--- src/rtl/ps2_key_tracker.sv ---
// PS/2 keyboard front end: synchronised, glitch-filtered frame receiver plus
// make/break/extended scancode decoder producing a held-key bitmap.
module ps2_key_tracker #(
  parameter int unsigned CLK_HZ     = 100_000_000,
  parameter int unsigned TIMEOUT_US = 200,
  parameter int unsigned FILT_LEN   = 8
) (
  input  logic        clk,
  input  logic        rst,
  input  logic        ps2_clk,
  input  logic        ps2_data,
  output logic [12:0] held_keys,
  output logic        byte_valid,
  output logic [7:0]  byte_data,
  output logic        frame_err
);

  localparam int unsigned TO_CYCLES = CLK_HZ / 1_000_000 * TIMEOUT_US;
  localparam int unsigned TO_W      = $clog2(TO_CYCLES + 1);
  localparam int unsigned FW        = $clog2(FILT_LEN + 1);

  typedef enum logic [1:0] {S_IDLE, S_DATA, S_PARITY, S_STOP} rx_state_t;

  // Input synchronisers; idle bus level is high
  logic clk_s1, clk_s2, dat_s1, dat_s2;

  always_ff @(posedge clk) begin
    if (rst) begin
      clk_s1 <= 1'b1;
      clk_s2 <= 1'b1;
      dat_s1 <= 1'b1;
      dat_s2 <= 1'b1;
    end else begin
      clk_s1 <= ps2_clk;
      clk_s2 <= clk_s1;
      dat_s1 <= ps2_data;
      dat_s2 <= dat_s1;
    end
  end

  // Clock filter: level changes only after FILT_LEN consecutive differing samples
  logic          filt_q;
  logic [FW-1:0] filt_cnt;
  logic          fall;

  always_ff @(posedge clk) begin
    if (rst) begin
      filt_q   <= 1'b1;
      filt_cnt <= '0;
      fall     <= 1'b0;
    end else begin
      fall <= 1'b0;
      if (clk_s2 == filt_q) begin
        filt_cnt <= '0;
      end else if (filt_cnt == FW'(FILT_LEN - 1)) begin
        filt_q   <= clk_s2;
        filt_cnt <= '0;
        fall     <= filt_q;
      end else begin
        filt_cnt <= filt_cnt + FW'(1);
      end
    end
  end

  rx_state_t       state_q, state_d;
  logic [2:0]      bit_cnt_q, bit_cnt_d;
  logic [7:0]      shift_q, shift_d;
  logic            par_q, par_d;
  logic [TO_W-1:0] to_cnt_q, to_cnt_d;
  logic            ext_q, ext_d, brk_q, brk_d;
  logic [12:0]     held_q, held_d;
  logic            bv_q, bv_d, fe_q, fe_d;
  logic [7:0]      bd_q, bd_d;
  logic            hit;
  logic [3:0]      idx;

  always_ff @(posedge clk) begin
    if (rst) begin
      state_q   <= S_IDLE;
      bit_cnt_q <= '0;
      shift_q   <= '0;
      par_q     <= 1'b0;
      to_cnt_q  <= '0;
      ext_q     <= 1'b0;
      brk_q     <= 1'b0;
      held_q    <= '0;
      bv_q      <= 1'b0;
      fe_q      <= 1'b0;
      bd_q      <= '0;
    end else begin
      state_q   <= state_d;
      bit_cnt_q <= bit_cnt_d;
      shift_q   <= shift_d;
      par_q     <= par_d;
      to_cnt_q  <= to_cnt_d;
      ext_q     <= ext_d;
      brk_q     <= brk_d;
      held_q    <= held_d;
      bv_q      <= bv_d;
      fe_q      <= fe_d;
      bd_q      <= bd_d;
    end
  end

  // Scancode lookup keyed on {ext_flag, byte}
  always_comb begin
    hit = 1'b1;
    idx = 4'd0;
    case ({ext_q, shift_q})
      9'h016: idx = 4'd0;
      9'h01E: idx = 4'd1;
      9'h026: idx = 4'd2;
      9'h025: idx = 4'd3;
      9'h02E: idx = 4'd4;
      9'h036: idx = 4'd5;
      9'h03D: idx = 4'd6;
      9'h04E: idx = 4'd7;
      9'h055: idx = 4'd8;
      9'h175: idx = 4'd9;
      9'h172: idx = 4'd10;
      9'h16B: idx = 4'd11;
      9'h174: idx = 4'd12;
      default: hit = 1'b0;
    endcase
  end

  always_comb begin
    state_d   = state_q;
    bit_cnt_d = bit_cnt_q;
    shift_d   = shift_q;
    par_d     = par_q;
    ext_d     = ext_q;
    brk_d     = brk_q;
    held_d    = held_q;
    bd_d      = bd_q;
    bv_d      = 1'b0;
    fe_d      = 1'b0;
    to_cnt_d  = (state_q == S_IDLE || fall) ? '0 : to_cnt_q + TO_W'(1);

    if (state_q != S_IDLE && !fall && to_cnt_q == TO_W'(TO_CYCLES - 1)) begin
      fe_d     = 1'b1;
      state_d  = S_IDLE;
      to_cnt_d = '0;
    end else if (fall) begin
      case (state_q)
        S_IDLE: begin
          if (!dat_s2) begin
            state_d   = S_DATA;
            bit_cnt_d = '0;
          end
        end
        S_DATA: begin
          shift_d   = {dat_s2, shift_q[7:1]};
          bit_cnt_d = bit_cnt_q + 3'd1;
          if (bit_cnt_q == 3'd7) state_d = S_PARITY;
        end
        S_PARITY: begin
          par_d   = dat_s2;
          state_d = S_STOP;
        end
        S_STOP: begin
          state_d = S_IDLE;
          if (dat_s2 && (^{shift_q, par_q})) begin
            bv_d = 1'b1;
            bd_d = shift_q;
            if (shift_q == 8'hE0) begin
              ext_d = 1'b1;
            end else if (shift_q == 8'hF0) begin
              brk_d = 1'b1;
            end else if (shift_q == 8'h00 || shift_q == 8'hFF) begin
              held_d = '0;
              ext_d  = 1'b0;
              brk_d  = 1'b0;
            end else begin
              if (hit) held_d[idx] = ~brk_q;
              ext_d = 1'b0;
              brk_d = 1'b0;
            end
          end else begin
            fe_d = 1'b1;
          end
        end
        default: state_d = S_IDLE;
      endcase
    end
  end

  assign held_keys  = held_q;
  assign byte_valid = bv_q;
  assign byte_data  = bd_q;
  assign frame_err  = fe_q;

endmodule

--- config.mk ---
export PLATFORM = sky130hd
export DESIGN_NAME = ps2_key_tracker
export DESIGN_NICKNAME = d
export VERILOG_FILES = /design/src/rtl/ps2_key_tracker.sv
export SDC_FILE = /design/constraint.sdc
export NUM_CORES = 1
export LEC_CHECK = 0
export ABC_AREA = 1
export BUFFER_PORTS_ARGS = -buffer_cell sky130_fd_sc_hd__buf_2
export CAP_MARGIN = 20
export CELL_PAD_IN_SITES_DETAIL_PLACEMENT = 0
export CELL_PAD_IN_SITES_GLOBAL_PLACEMENT = 2
export CORE_MARGIN = 3
export CORE_UTILIZATION = 34
export DETAILED_ROUTE_END_ITERATION = 8
export PLACE_DENSITY_LB_ADDON = 0.05
export SYNTH_ARGS = -nofsm -noshare
export SYNTH_HDL_FRONTEND = slang
export SYNTH_SLANG_ARGS = --single-unit
--- constraint.sdc ---
create_clock -name clk -period 2.35 [get_ports clk]
set_clock_uncertainty 0.15 [all_clocks]
set_input_delay 0.47 -clock clk [delete_from_list [all_inputs] [get_ports clk]]
set_output_delay 0.47 -clock clk [all_outputs]
set_load 0.1 [all_outputs]
==> impl_results.md <==
- Overall die height: 104 µm
- Largest net degree at the start of global routing: 30
- Die width: between 100 and 150 µm
- Initial Utilization: 36.1%
- Hold Violations, Final: 0
- Final worst-path cycle share: 87.5%
- Fraction of layout instances using a drive strength above 1: between 10% and 20%
- Most numerous cell on the critical path: sky130_fd_sc_hd__nand2_2
- Core area: between 0.008 and 0.009 mm²
- Slew @ Worst Pin: ~0.52 ns
- Number of routed nets with antenna violations: 0
- Wire length per cell after detailed routing: roughly 13 µm
- Setup repair after global routing missed its margin: no
- Setup TNS after final layout: 0 ns
- Number of primary I/O pins: 27
- Distinct cell type count of the synthesized netlist: 35
- Post-layout total power: roughly 2200 µW
- Maximum net fanout on the critical path: 17
- Buf+Inv Stages, Crit Path: 4
- Row Count: 34
- Total standard cell area after synthesis: 0.00324 mm²
- CTS root buf: sky130_fd_sc_hd__clkbuf_8
- Antenna violations before repair: 0
- Largest family of logic cells by synthesized area: simple AND/OR/NAND/NOR gates
- Post-synthesis instance total: approximately 450
- Count of yosys warnings during synthesis: 0
- Remaining DRCs: 0
- Overflow left after global routing: 0
- CP required: roughly 2.5 ns
- Worst-case vdd ir drop: around 0.00036 V
- Mux share of post-synthesis cell area: 0%
- Post-detail-place hpwl: around 5.5 mm
- Detailed Route WL: about 7.7 mm
- Vias: around 2,900
- Number of H-tree branching levels: 3
- Headroom to the max-slew limit: around 65%
- Mean number of vias per cell: between 4 and 5
- Critical path's top delay family: buffers and inverters
- Leakage component of the power: 0.00158 µW
- Library cell contributing the largest single delay on the critical path: sky130_fd_sc_hd__dfxtp_1
- Area of the die: roughly 0.011 mm²
- Critical path start-end classification: reg2reg
- Worst-case clock buffer depth: 2
- Average size of a mapped cell: slightly above 7 µm²
- Clock tree from TritonCTS: yes
- Number of port buffers: 26
- Post-synthesis register bit count: 64
- Leading cell type in the layout, fill and taps excluded: sky130_fd_sc_hd__nand2_1
- Commonest non-fill, non-tap cells in the layout: sky130_fd_sc_hd__nand2_1, sky130_fd_sc_hd__dfxtp_1, sky130_fd_sc_hd__inv_1
- Synthesized-area fraction occupied by adder cells: approximately 3%
- Critical path's largest stage delay: 0.55 ns
- Hold slack: 0.143 ns
- CP Data Arrival Time: roughly 2.2 ns
- Fraction of the mapped netlist area in compound gates: between 10% and 20%
- First-pass GRT wire length: approximately 13 mm
- FMAX: roughly 500 MHz
- Clock network latency to the later pin of the worst-skew pair: ~0.35 ns
- Run status: completed
- Clock-pin transition on the worst setup and hold timing paths: about 0.09 ns
- Initial DRC count: 82
- Antenna diode instance count: 0
- Startpoint types: flop
- Final net count: ~500
- Number of clock buffers inserted by TritonCTS: 9
- Fraction of the yosys area taken by sequential cells: about two fifths
- Final period demand of the worst path: roughly 2.1 ns
- Routability congestion estimate: 0.792
- Critical Path End Type: flop
- Total nets after synthesis: between 400 and 500
- Detailed Routing Iterations Pass 1: 4
- Final-report max-slew violation count: 0
- Total global routing track utilization: 15.3%
- Share of the synthesized netlist area taken by xor and xnor gates: 0.811%
- Kind of path behind the tightest hold check: in2reg
- Cells after DPL: 595
- Util after Layout: about 41%
- Clock tree sinks: 64
- Synth Area in Simple Gates: between 30% and 40%
- Final setup violation count: 0
- Signed area change from the synthesized netlist to the final layout: 15.0%
- Total power per unit cell area: between 500 and 600 mW/mm²
- Finished Layout Cells: 611
- Ordered list of cells on the worst path: inv_2 > nand2_1 > nand2_2 > inv_2 > nand2_2 > nand2_2 > inv_2 > nand2_2 > nand4_4 > inv_1 > o21ai_0 > a21oi_1
- Max-cap check violation count: 0
- Via count of the first global-routing pass: about 2,800
[worst register-to-register path: cells and delay by family (launching register included)]
family	cells	cell delay [ns]
compound gates	2	0.26
buf+inv	4	0.56
simple gates	6	0.47
flops	1	0.55
[cell families (layout without fill, tap and decap cells)]
logic type | count (synthesis) | after routing
adder cells (fa/ha/maj) | 8 | 8
XOR/XNOR | 3 | 3
buffers and inverters | 80 | 112
AND/OR/NAND/NOR | 219 | 219
AO/OA/AOI/OAI | 79 | 79
flip-flops | 64 | 64
[where the power goes]
part	internal [µW]	switching, µW	total, µW
clock network	608	489	1100
registers	1090	2.83	1090
logic	8.93	16.8	25.7
total	1700	509	2210
[area by class of cell]
type	instances	area, µm²
flip-flops and latches	64	1280
clock inverters	7	103
clock buffers	9	124
inverters	63	236
multi-input cells	309	1630
repair buffers	33	195
fillers	963	5250
well taps	126	158
[cells in the mapped netlist]
cell type                  instances  area [µm²]
sky130_fd_sc_hd__nor3_1            7        35.0
sky130_fd_sc_hd__buf_6             3        33.8
sky130_fd_sc_hd__nor2_4            2        22.5
sky130_fd_sc_hd__o21a_1            2        15.0
sky130_fd_sc_hd__nor2_1           44         165
sky130_fd_sc_hd__nand3_1          34         170
sky130_fd_sc_hd__dfxtp_1          64        1280
sky130_fd_sc_hd__o21ai_1           1        5.00
sky130_fd_sc_hd__nand2_1          80         300
sky130_fd_sc_hd__buf_8             1        15.0
sky130_fd_sc_hd__o21ai_0          24         120
sky130_fd_sc_hd__inv_1            50         188
sky130_fd_sc_hd__ha_1              8         100
sky130_fd_sc_hd__o211ai_1          2        15.0
sky130_fd_sc_hd__nand2_4           1        11.3
sky130_fd_sc_hd__nor4_1            3        18.8
sky130_fd_sc_hd__nor2_2            4        25.0
sky130_fd_sc_hd__a311oi_1          1        8.76
sky130_fd_sc_hd__or2_2             4        25.0
sky130_fd_sc_hd__buf_4             1        7.51
sky130_fd_sc_hd__clkinv_1          1        3.75
sky130_fd_sc_hd__xor2_1            3        26.3
sky130_fd_sc_hd__nand4_1          20         125
sky130_fd_sc_hd__nand4_4           1        21.3
sky130_fd_sc_hd__nand2_2           6        37.5
sky130_fd_sc_hd__nand3_2           1        10.0
sky130_fd_sc_hd__or2_0             1        6.26
sky130_fd_sc_hd__buf_2             3        15.0
sky130_fd_sc_hd__nor3_2            6        60.1
sky130_fd_sc_hd__inv_2            12        45.0
sky130_fd_sc_hd__clkbuf_1          9        33.8
sky130_fd_sc_hd__a21oi_1          45         225
sky130_fd_sc_hd__nor3b_1           5        37.5
sky130_fd_sc_hd__o21bai_1          3        22.5
sky130_fd_sc_hd__a31oi_1           1        6.26
[per-layer routing]
layer	part of all wire, %	up-vias	GRT usage [%]	wire, µm
met4	1.3	0	4.75	98
li1	-	1541	-	-
met1	49	1271	18.8	3730
met3	2.6	8	4.17	198
met2	47	34	26.0	3640
met5	0	-	0	0
[worst paths after layout]
kind,from,endpoint,slack (ns),cells past startpoint
setup / recovery,shift_q[3]$_SDFFE_PP0P_,byte_data[1]$_SDFFE_PP0P_,0.29,12
hold / removal,ps2_data,dat_s1$_SDFF_PP1_,0.14,2
setup reg to reg,shift_q[3]$_SDFFE_PP0P_,byte_data[1]$_SDFFE_PP0P_,0.29,12
hold reg to reg,clk_s1$_SDFF_PP1_,clk_s2$_SDFF_PP1_,0.26,1
[metrics by stage]
stage	worst slack, ns	cell area (µm²)
after floorplan	0.513	3240
after global placement	0.194	3490
after detailed placement	0.184	3490
after CTS	0.169	3710
after global routing	0.0335	3720
final	0.294	3720
[state kept, by name (all words and copies together), names as in the netlist, 2 cells and up]
register,count
state_q,2
held_keys,13
filt_cnt,4
bit_cnt_q,3
to_cnt_q,15
byte_data,8
shift_q,8
[repair_timing]
action | 4_1_cts | 5_1_grt
resized for setup | 0 | 3
endpoints found under the setup margin | 0 | 1
hold buffers | 0 | 0
setup buffers | 0 | 0
(Power assumes the default switching activity.)
